$ cat config.mk
export PLATFORM = sky130hd
export DESIGN_NAME = mux_n
export DESIGN_NICKNAME = d
export VERILOG_FILES = /design/src/rtl/mux_n.sv
export SDC_FILE = /design/constraint.sdc
export NUM_CORES = 1
export LEC_CHECK = 0
export CAP_MARGIN = 20
export CORE_AREA = 2 2 39 41
export DETAILED_ROUTE_END_ITERATION = 10
export DIE_AREA = 0 0 41 43
export DONT_BUFFER_PORTS = 1
export PLACE_DENSITY_LB_ADDON = 0.3
export SYNTH_ARGS = -nofsm -noshare
export SYNTH_HDL_FRONTEND = slang
export SYNTH_SLANG_ARGS = --single-unit
$ cat constraint.sdc
create_clock -name inClock -period 1.96 [get_ports inClock]
set_clock_uncertainty 0.05 [all_clocks]
set_input_delay 0.098 -clock inClock [delete_from_list [all_inputs] [get_ports inClock]]
set_output_delay 0.098 -clock inClock [all_outputs]
set_load 0.02 [all_outputs]
$ cat src/rtl/mux_n.sv
// Registered 1-to-N demultiplexer: each clock writes inData into slot inSel.
// All slots are presented side by side on outData, with slot 0 in the LSBs.
module mux_n #(
  parameter int unsigned DATA_W = 4,
  parameter int unsigned SEL_W  = 2
) (
  input  logic                             inClock,
  input  logic                             inReset,
  input  logic [DATA_W-1:0]                inData,
  input  logic [SEL_W-1:0]                 inSel,
  output logic [DATA_W*(2**SEL_W)-1:0]     outData
);

  localparam int unsigned N_SLOT = 2**SEL_W;

  // One register per slot, each with its own decoded write strobe
  for (genvar k = 0; k < N_SLOT; k++) begin : genSlot
    logic              wrStrobe;
    logic [DATA_W-1:0] slotQ;

    assign wrStrobe = (inSel == SEL_W'(k));

    always_ff @(posedge inClock or posedge inReset) begin
      if (inReset) begin
        slotQ <= '0;
      end else if (wrStrobe) begin
        slotQ <= inData;
      end
    end

    assign outData[k*DATA_W +: DATA_W] = slotQ;
  end

endmodule

==> results of run 1 <==
-- synthesized netlist by cell type --
library cell and count:
dfrtp_1 16, mux2_2 16, nand2b_4 2, inv_1 1
nand2_2 1, nor2_2 1
-- logic make-up (layout without fill, tap and decap cells) --
group,Yosys count,after routing,share of synthesized area [%]
buffers and inverters,1,10,0.601
muxes,16,16,28.9
DFF,16,16,64.1
and+or+nand+nor,4,4,6.41
-- timing repair --
action	CTS	global route
hold endpoints to repair	32	0
endpoints found under the setup margin	0	0
hold buffers	5	0
-- path summary, 6_finish.rpt --
path                                      from                  end  slack (ps)  cells after the start
setup reg to reg           genSlot[3].slotQ[1]  genSlot[3].slotQ[1]        1030                      1
max in group asynchronous              inReset  genSlot[0].slotQ[0]        1220                      2
min in group asynchronous              inReset  genSlot[3].slotQ[2]         270                      2
setup / recovery           genSlot[3].slotQ[1]  genSlot[3].slotQ[1]        1030                      1
hold / removal                        inSel[1]  genSlot[2].slotQ[2]          20                      2
hold reg to reg            genSlot[2].slotQ[3]  genSlot[2].slotQ[3]         620                      1
-- through the flow --
step | worst slack (ps) | area, µm² | total power [mW] | hold WS, ps | cells
finish | 1030 | 731 | 0.763 | 22.3 | 62
global route | 1010 | 731 | 0.795 | 15.9 | 62
CTS | 1020 | 731 | 0.771 | 17.1 | 62
detailed placement | 1040 | 644 | 0.552 | 22.1 | 53
global placement | 1060 | 644 | 0.543 | 2.20 | 53
floorplan | 1080 | 624 | 0.530 | -38.3 | 37
-- routing by layer --
| metal | vias to the layer above | GRT usage, % | wire length (µm) | share of wire, % |
|---|---|---|---|---|
| met2 | 15 | 20.3 | 563 | 51 |
| met5 | - | 0 | 0 | 0 |
| li1 | 149 | - | - | - |
| met3 | 0 | 3.14 | 96 | 8.7 |
| met4 | 0 | 10.0 | 0 | 0 |
| met1 | 173 | 13.9 | 443 | 40 |
-- power breakdown --
| group | total, mW | internal, mW | switching [mW] |
|---|---|---|---|
| Combinational | 0.0801 | 0.0509 | 0.0292 |
| Sequential | 0.473 | 0.378 | 0.0945 |
| Clock | 0.210 | 0.113 | 0.0968 |
-- area by class of cell --
| cell class | count | area [µm²] | share of cell area (%) |
|---|---|---|---|
| timing repair buffer | 5 | 50.0 | 6.85 |
| clock buffer | 4 | 36.3 | 4.97 |
| multi-input combinational | 20 | 220 | 30.1 |
| inverter | 1 | 3.75 | 0.514 |
| tap | 16 | 20.0 | 2.74 |
| sequential | 16 | 400 | 54.8 |
==> summary.txt, run 1 <==
Outcome
  • Status: completed

Floorplan
  • # rows: 14
  • Die Y: 43 µm
  • Core area: 1380 µm²
  • Die W: 41 µm
  • Top-Level Pins: 24
  • Die area: 1760 µm²
  • Starting Density: 45.1%

Clock network
  • Clk slew on worst S/H paths: 90 ps
  • PostCTS Resize Cnt: 0
  • Clk sinks: 16
  • Setup Fix Bufs, Post-CTS: 0
  • CTS Root Buffer Type: clkbuf_4
  • Worst-skew pair later-pin latency: 280 ps
  • CTS Buf Count: 3
  • Htree depth: 1
  • CTS tree: done
  • Longest Clk Path Bufs: 2

Cells and area
  • Fill cells: 116
  • Fin nets: 55
  • Antenna diodes: 0
  • P&R area growth vs syn: 17.0%
  • Final core occ: 52.8%
  • Largest reg by FF count: genSlot.slotQ
  • Fraction of layout cells with a size suffix above 1: 52.2%
  • Biggest regs: genSlot.slotQ: 16 flops
  • Max reg flops: 16
  • Most frequent cells in the layout: mux2_2 (16), dfrtp_1 (16), dlygate4sd3_1 (5)

Routing
  • DR iter-0 viols: 1
  • Antenna violation net count after detailed routing: 0
  • DRC: 0
  • DR pass1 iterations: 4
  • Avg WL per Cell: 17.8 µm
  • Total wire length: 1100 µm
  • DR vias/cell: 5.44
  • Via Count: 337

Global route
  • Global-route total usage across every layer: 12.9%
  • Total gr overflow: 0
  • Largest net degree at the start of global routing: 17
  • Vias in the first global route: 334
  • Initial antenna violation count: 0
  • First-pass GRT wire length: 1430 µm

Setup path
  • Startpoint Class: register
  • Setup CP Type: reg -> reg
  • Critical path's largest stage delay: 470 ps
  • Critical path endpoint category: register
  • Critical path's slowest cell: dfrtp_1
  • CP arrival: 1050 ps
  • Required time worst endpoint: 2080 ps
  • Worst Path Max Fanout: 2
  • WP buf/inv: 0
  • Crit-path cells: mux2_2
  • Cell family contributing the most delay on the critical path: flip-flops

Logic synthesis
  • Netlist cell types: 6
  • Synth Register Bits: 16
  • Syn. warnings: 0
  • Post-Syn Area per Cell: 16.9 µm²
  • Leading area contributor after synthesis: dfrtp_1
  • Synth Net Count: 45
  • Ranking of synthesized cells by area: dfrtp_1 (64%), mux2_2 (29%), nand2b_4 (4.4%)
  • Mapped cell area: 624 µm²
  • Synth top area share: 64.1%
  • Cells after Synth: 37
  • Sequential share of the synthesized area: 64.1%

Job
  • Max-cap viol count: 0

Timing
  • Tmin final: 931 ps
  • Worst slew pin tran: 578 ps
  • Max Freq: 1.07 GHz
  • Slew HR: 61.4%
  • Final Max Tran Viols: 0
  • Tcrit/Tclk final: 47.5%
  • Sum of negative setup slack: 0 ps
  • Count of final hold-check violations: 0
  • Setup Viol. Count Final: 0
  • Unrepaired setup endpoints after global routing: no

Pwr
  • Pleak: 0.320 nW
  • Worst ir drop on vdd: 0.555 mV
  • Power Dens Cells: 1040 nW/µm²

Placement
  • Port bufs: 0
  • Post-DP HPWL: 825 µm
  • Gpl congestion: 0.620

Min path
  • Worst Hold Class: in -> reg
Power figures use the tool's default switching activity.
==> run 2: changes to the inputs <==
--- a/config.mk
+++ b/config.mk
@@ -5,6 +5,7 @@
 export SDC_FILE = /design/constraint.sdc
 export NUM_CORES = 1
 export LEC_CHECK = 0
+export ABC_AREA = 1
 export CAP_MARGIN = 20
 export CORE_AREA = 2 2 39 41
 export DETAILED_ROUTE_END_ITERATION = 10
==> constraint.sdc (replaced) <==
create_clock -name inClock -period 0.9 [get_ports inClock]
set_clock_uncertainty 0.05 [all_clocks]
set_input_delay 0.045 -clock inClock [delete_from_list [all_inputs] [get_ports inClock]]
set_output_delay 0.045 -clock inClock [all_outputs]
set_load 0.02 [all_outputs]
==> run 2 against run 1 <==
- the run now ends with negative hold slack, negative setup slack left
- power increased by 130%
- register-to-register slack got worse by 910 ps
- wire length increased by 30%
- synthesized cell count increased by 97%
- cell area increased by 35%
- critical path type is now reg -> out
- critical endpoint is now outData[15]
- largest cell class unchanged
- largest power group unchanged
==> summary.txt, run 2 <==
Outcome
  • Status: finished with violations
  • Failing checks: negative hold slack, negative setup slack

Setup path
  • CP arrival: 830 ps (-220 ps)
  • WP buf/inv: 1 (+1)
  • Critical path's largest stage delay: 410 ps (-60 ps)
  • Crit path to: outData[15]
  • Critical path's slowest cell: dfrtp_1
  • Crit. path cell count: 1 (unchanged)
  • Critical path origin: genSlot[3].slotQ[3]
  • Crit-path cells: buf_6
  • Critical path endpoint category: output port
  • Setup CP Type: reg -> out
  • Startpoint Class: register
  • R2R Setup Slk: 120 ps (-910 ps)
  • Required time worst endpoint: 810 ps (-1270 ps)
  • R2R Path Start: genSlot[3].slotQ[2]
  • Cell family contributing the most delay on the critical path: flip-flops
  • Worst Path Max Fanout: 2 (unchanged)
  • Critical R2R Capture: genSlot[3].slotQ[2]
  • Worst reg-to-reg path cell count: 3 (+2)

Timing
  • Fin Hold WS: -154 ps (-177 ps)
  • Setup Viol. Count Final: 15 (+15)
  • Count of final hold-check violations: 15 (+15)
  • Tmin final: 922 ps
  • Worst slew pin tran: 277 ps (-301 ps)
  • Unrepaired setup endpoints after global routing: yes
  • Tcrit/Tclk final: 102%
  • Slew HR: 81.5% (+20 points)
  • Sum of negative setup slack: -154 ps (-154 ps)
  • Max Freq: 1.08 GHz
  • Final worst slack: -22.2 ps (-1050 ps)
  • Final Max Tran Viols: 0 (unchanged)

Pwr
  • Power Dens Cells: 1800 nW/µm² (+72%)
  • Worst ir drop on vdd: 1.38 mV (+150%)
  • Pleak: 0.532 nW (+66%)
  • Power Total: 1.77 mW (+130%)

Cells and area
  • Antenna diodes: 0 (unchanged)
  • Fin nets: 116 (+110%)
  • P&R area growth vs syn: 52.0%
  • Biggest regs: genSlot.slotQ: 16 flops
  • Final core occ: 71.3% (+19 points)
  • Largest reg by FF count: genSlot.slotQ
  • Max reg flops: 16 (unchanged)
  • Final instance area: 987 µm² (+35%)
  • Fraction of layout cells with a size suffix above 1: 28.3% (-24 points)
  • Finished Layout Cells: 122 (+97%)
  • Fill cells: 108 (-6.9%)
  • Most common cell after layout, fill and taps aside: nand2_1
  • Area occupied by multi-input gates: 215 µm² (-2.3%)
  • Most frequent cells in the layout: nand2_1 (35), dfrtp_1 (16), buf_6 (16)
  • Register area: 400 µm² (unchanged)

Global route
  • Total gr overflow: 0 (unchanged)
  • Largest net degree at the start of global routing: 17 (unchanged)
  • Global-route total usage across every layer: 19.5% (+6.5 points)
  • Initial antenna violation count: 0 (unchanged)
  • First-pass GRT wire length: 2350 µm (+65%)
  • Vias in the first global route: 584 (+75%)

Floorplan
  • Die Y: 43 µm (unchanged)
  • # rows: 14 (unchanged)
  • Top-Level Pins: 24 (unchanged)
  • Die area: 1760 µm² (unchanged)
  • Die W: 41 µm (unchanged)
  • Starting Density: 46.9% (+1.8 points)
  • Core area: 1380 µm² (unchanged)

Logic synthesis
  • Cells after Synth: 73 (+97%)
  • Most instantiated cells after synthesis: nand2_1 (35), dfrtp_1 (16), nand3_1 (12)
  • Leading area contributor after synthesis: dfrtp_1
  • Syn. warnings: 0 (unchanged)
  • Synth Net Count: 81 (+80%)
  • Mapped cell area: 649 µm² (+4.0%)
  • Most used DFF post-synth: dfrtp_1
  • Post-Syn Area per Cell: 8.90 µm² (-47%)
  • Synth Register Bits: 16 (unchanged)
  • Netlist cell types: 8 (+2)
  • Synth top area share: 61.7% (-2.5 points)
  • Sequential share of the synthesized area: 61.7% (-2.5 points)
  • Post-synth ARST share: 100% (unchanged)
  • Post-synth EDFFs: 0 (unchanged)
  • Top-count cell post-synth: nand2_1
  • Ranking of synthesized cells by area: dfrtp_1 (62%), nand2_1 (20%), nand3_1 (9.2%)

Clock network
  • CTS tree: done
  • CTS Buf Count: 3 (unchanged)
  • Htree depth: 1 (unchanged)
  • Post-CTS Hold Buffers: 7 (+2)
  • Clk slew on worst S/H paths: 90 ps (about the same)
  • Worst-skew pair later-pin latency: 280 ps (about the same)
  • Clk sinks: 16 (unchanged)
  • CTS Root Buffer Type: clkbuf_4
  • Longest Clk Path Bufs: 2 (unchanged)

Job
  • Max-cap viol count: 0 (unchanged)

Routing
  • Antenna violation net count after detailed routing: 0 (unchanged)
  • Via Count: 600 (+78%)
  • DR vias/cell: 4.92 (-9.5%)
  • Avg WL per Cell: 11.8 µm (-34%)
  • DR pass1 iterations: 3 (-1)
  • DRC: 0 (unchanged)
  • DR iter-0 viols: 15 (+14)
  • Total wire length: 1440 µm (+30%)

Placement
  • DP Worst Slack: 225 ps (-811 ps)
  • Gpl congestion: 0.704 (+14%)
  • Post-DP HPWL: 918 µm (+11%)
  • Port bufs: 0 (unchanged)
  • Placed Area: 774 µm² (+20%)
  • Placed Instances: 104 (+96%)

Min path
  • Worst Hold Class: in -> reg
run 2: cell types whose count changed in the layout (fill, tap and decap cells not counted), sizes merged, moves of 2 or more:
| cell | previous run | this run |
|---|---|---|
| nand3 | 0 | 12 |
| o21ai | 0 | 4 |
| buf | 0 | 25 |
| nand2b | 2 | 0 |
| inv | 1 | 3 |
| mux2 | 16 | 0 |
| dlygate4sd3 | 5 | 7 |
| nand2 | 1 | 35 |
run 2: how the worst min path moves through the flow:
| stage | from | end | slack [ps] | cells past startpoint |
|---|---|---|---|---|
| after floorplan | inReset | genSlot[0].slotQ[0] | -90 | 1 |
| after global placement | inReset | genSlot[2].slotQ[0] | -100 | 2 |
| after detailed placement | inReset | genSlot[2].slotQ[2] | -100 | 2 |
| after CTS | inSel[1] | genSlot[0].slotQ[3] | -150 | 2 |
| after global routing | inSel[0] | genSlot[3].slotQ[1] | -150 | 2 |
| final | inSel[1] | genSlot[0].slotQ[3] | -150 | 2 |
run 2: cell type report:
| class | instances | share of cell area, % |
|---|---|---|
| Clock buffer | 3 | 2.28 |
| Inverter | 3 | 1.14 |
| Multi-Input combinational cell | 52 | 21.8 |
| Sequential cell | 16 | 40.6 |
| Tap cell | 16 | 2.03 |
| Timing Repair Buffer | 32 | 32.2 |
run 2: kinds of logic (layout without fill, tap and decap cells):
family | count (synthesis) | count (layout) | share of synthesized area (%)
DFF | 16 | 16 | 61.7
buffers and inverters | 5 | 38 | 5.20
AOI/OAI and AO/OA | 4 | 4 | 3.08
and+or+nand+nor | 48 | 48 | 30.1
run 2: where the power goes:
part	internal (mW)	leakage [nW]	total, mW	switching [mW]
registers	0.809	0.198	0.872	0.0634
logic	0.283	0.320	0.533	0.250
clock network	0.155	0.0138	0.368	0.213
run 2: routing by layer:
layer	routed length [µm]	global-route usage, %
met1	621	26.3
met2	733	30.0
met3	60	3.14
met4	23	8.00
met5	0	0
run 2: timing repair:
item                                    4_1_cts  5_1_grt
resized for setup                            16        0
hold endpoints to repair                     32       15
pin swaps                                     0        0
endpoints found under the setup margin       16       16
buffers inserted                              6        2
==> run 3: changes to the inputs <==
--- a/config.mk
+++ b/config.mk
@@ -5,7 +5,6 @@
 export SDC_FILE = /design/constraint.sdc
 export NUM_CORES = 1
 export LEC_CHECK = 0
-export ABC_AREA = 1
 export CAP_MARGIN = 20
 export CORE_AREA = 2 2 39 41
 export DETAILED_ROUTE_END_ITERATION = 10
==> run 3 against run 2 <==
- the flow still finishes with violations (negative hold slack, negative setup slack)
- non-clock buffer count decreased by 11
- via count decreased by 34%
- worst setup slack got worse by 5.0 ps
- sequential power increased by 3.3%
- global-route usage decreased by 3.2 points
- sequential cell count unchanged
- first-iteration DRC count decreased by 87%
- power increased by 8.5%
- critical path type unchanged
- hold slack improved by 120 ps
- utilization decreased by 5.5 points
==> summary.txt, run 3 (synthesis gave the netlist of run 1 again) <==
Global route
  • First-pass GRT wire length: 1870 µm (-21%)
  • Global-route total usage across every layer: 16.3% (-3.2 points)
  • Total gr overflow: 0 (unchanged)
  • Initial antenna violation count: 0 (unchanged)
  • Vias in the first global route: 409 (-30%)
  • Largest net degree at the start of global routing: 17 (unchanged)

Setup path
  • Setup CP Type: reg -> out
  • WP buf/inv: 1 (unchanged)
  • Startpoint Class: register
  • R2R Path Start: genSlot[0].slotQ[3]
  • Critical path endpoint category: output port
  • Worst Path Max Fanout: 2 (unchanged)
  • Cell family contributing the most delay on the critical path: flip-flops
  • Required time worst endpoint: 810 ps (about the same)
  • Critical path's slowest cell: dfrtp_1
  • Critical path origin: genSlot[0].slotQ[2]
  • Crit-path cells: buf_6
  • CP arrival: 830 ps (about the same)
  • Critical path's largest stage delay: 410 ps (about the same)

Routing
  • DR pass1 iterations: 2 (-1)
  • DR vias/cell: 5.09 (+3.5%)
  • DRC: 0 (unchanged)
  • Via Count: 397 (-34%)
  • Total wire length: 1240 µm (-14%)
  • Avg WL per Cell: 15.9 µm (+35%)
  • DR iter-0 viols: 2 (-13)
  • Antenna violation net count after detailed routing: 0 (unchanged)

Cells and area
  • Most frequent cells in the layout: mux2_2 (16), dfrtp_1 (16), buf_6 (16)
  • P&R area growth vs syn: 45.9%
  • Fin nets: 71 (-39%)
  • Final core occ: 65.8% (-5.5 points)
  • Finished Layout Cells: 78 (-36%)
  • Fraction of layout cells with a size suffix above 1: 64.5% (+36 points)
  • Max reg flops: 16 (unchanged)
  • Biggest regs: genSlot.slotQ: 16 flops
  • Largest reg by FF count: genSlot.slotQ
  • Antenna diodes: 0 (unchanged)

Floorplan
  • Top-Level Pins: 24 (unchanged)
  • Die area: 1760 µm² (unchanged)
  • Starting Density: 45.1% (-1.8 points)
  • Die Y: 43 µm (unchanged)
  • Die W: 41 µm (unchanged)
  • # rows: 14 (unchanged)
  • Core area: 1380 µm² (unchanged)

Placement
  • Port bufs: 0 (unchanged)
  • Gpl congestion: 0.655 (-7.0%)
  • Post-DP HPWL: 902 µm (-1.8%)
  • Placed Instances: 69 (-34%)

Timing
  • Max Freq: 1.08 GHz (-0.54%)
  • Worst slew pin tran: 568 ps (+291 ps)
  • Final worst slack: -27.3 ps (-5.04 ps)
  • Count of final hold-check violations: 8 (-7)
  • Fin Hold WS: -29.4 ps (+125 ps)
  • Slew HR: 62.1% (-19 points)
  • Tcrit/Tclk final: 103% (+0.56 points)
  • Final Max Tran Viols: 0 (unchanged)
  • Tmin final: 927 ps (+5.04 ps)
  • Setup Viol. Count Final: 16 (+1)
  • Unrepaired setup endpoints after global routing: yes

Clock network
  • Htree depth: 1 (unchanged)
  • Longest Clk Path Bufs: 2 (unchanged)
  • CTS Root Buffer Type: clkbuf_4
  • CTS Buf Count: 3 (unchanged)
  • CTS tree: done
  • Post-CTS Hold Buffers: 5 (-2)
  • Clk slew on worst S/H paths: 100 ps (about the same)
  • Worst-skew pair later-pin latency: 280 ps (about the same)
  • Clk sinks: 16 (unchanged)
  • Setup Fix Bufs, Post-CTS: 0 (-6)

Pwr
  • Worst ir drop on vdd: 1.09 mV (-21%)
  • Power Dens Cells: 2110 nW/µm² (+18%)
  • Pleak: 0.417 nW (-22%)

Outcome
  • Status: finished with violations
  • Failing checks: negative hold slack, negative setup slack

Min path
  • Hold path startpoint: inSel[0]
  • Worst Hold Class: in -> reg

Job
  • Max-cap viol count: 0 (unchanged)
-- run 3: cell types whose count changed in the layout (fill, tap and decap cells not counted), moves of 2 or more --
cell	delta
dlygate4sd3_1	-2
nand2b_4	+2
nand3_1	-12
mux2_2	+16
inv_2	-2
nand2_1	-35
o21ai_0	-4
buf_4	-9
-- run 3: power breakdown --
group	total [mW]	internal [mW]	leakage (nW)	switching, mW
Sequential	0.901	0.825	0.188	0.0763
Clock	0.470	0.246	0.0210	0.224
Combinational	0.552	0.308	0.208	0.244
-- run 3: cell type report --
type / instances / area (µm²)
well taps: 16 / 20.0
inverters: 1 / 3.75
multi-input cells: 20 / 220
flip-flops and latches: 16 / 400
fillers: 106 / 473
clock buffers: 4 / 36.3
repair buffers: 21 / 230
-- run 3: final timing paths --
| kind | to | slack (ps) | depth (start not counted) |
|---|---|---|---|
| worst max-delay path | outData[2] | -30 | 1 |
| worst min-delay path | genSlot[1].slotQ[3] | -30 | 2 |
| worst max register to register | genSlot[0].slotQ[3] | 50 | 1 |
| worst min register to register | genSlot[3].slotQ[0] | 490 | 1 |
| max in group asynchronous | genSlot[2].slotQ[1] | 230 | 2 |
| min in group asynchronous | genSlot[1].slotQ[0] | 200 | 2 |
-- run 3: routing by layer --
metal / global-route usage [%] / up-vias / part of all wire, %
met5: 0 / - / 0
met4: 6.00 / 0 / 0.40
met3: 3.66 / 2 / 4.8
met2: 27.5 / 14 / 52
met1: 19.0 / 199 / 43
li1: - / 182 / -
-- run 3: metrics by stage --
stage | instance area (µm²) | TNS, ps | setup WS [ps] | total power [mW] | hold WS, ps
2_1_floorplan | 624 | 0 | 22.6 | 1.15 | -91.3
3_3_place_gp | 764 | 0 | 109 | 1.34 | -52.6
3_5_place_dp | 764 | 0 | 85.8 | 1.36 | -34.7
4_1_cts | 911 | -91.3 | -22.6 | 1.91 | -23.6
5_1_grt | 911 | -588 | -52.2 | 2.00 | -31.1
6_report | 911 | -179 | -27.3 | 1.92 | -29.4
-- run 3: timing repair --
action / in CTS / in global routing
setup endpoints to repair: 16 / 16
pin swaps: 0 / 0
gates resized for setup: 16 / 0
endpoints found under the hold margin: 32 / 10
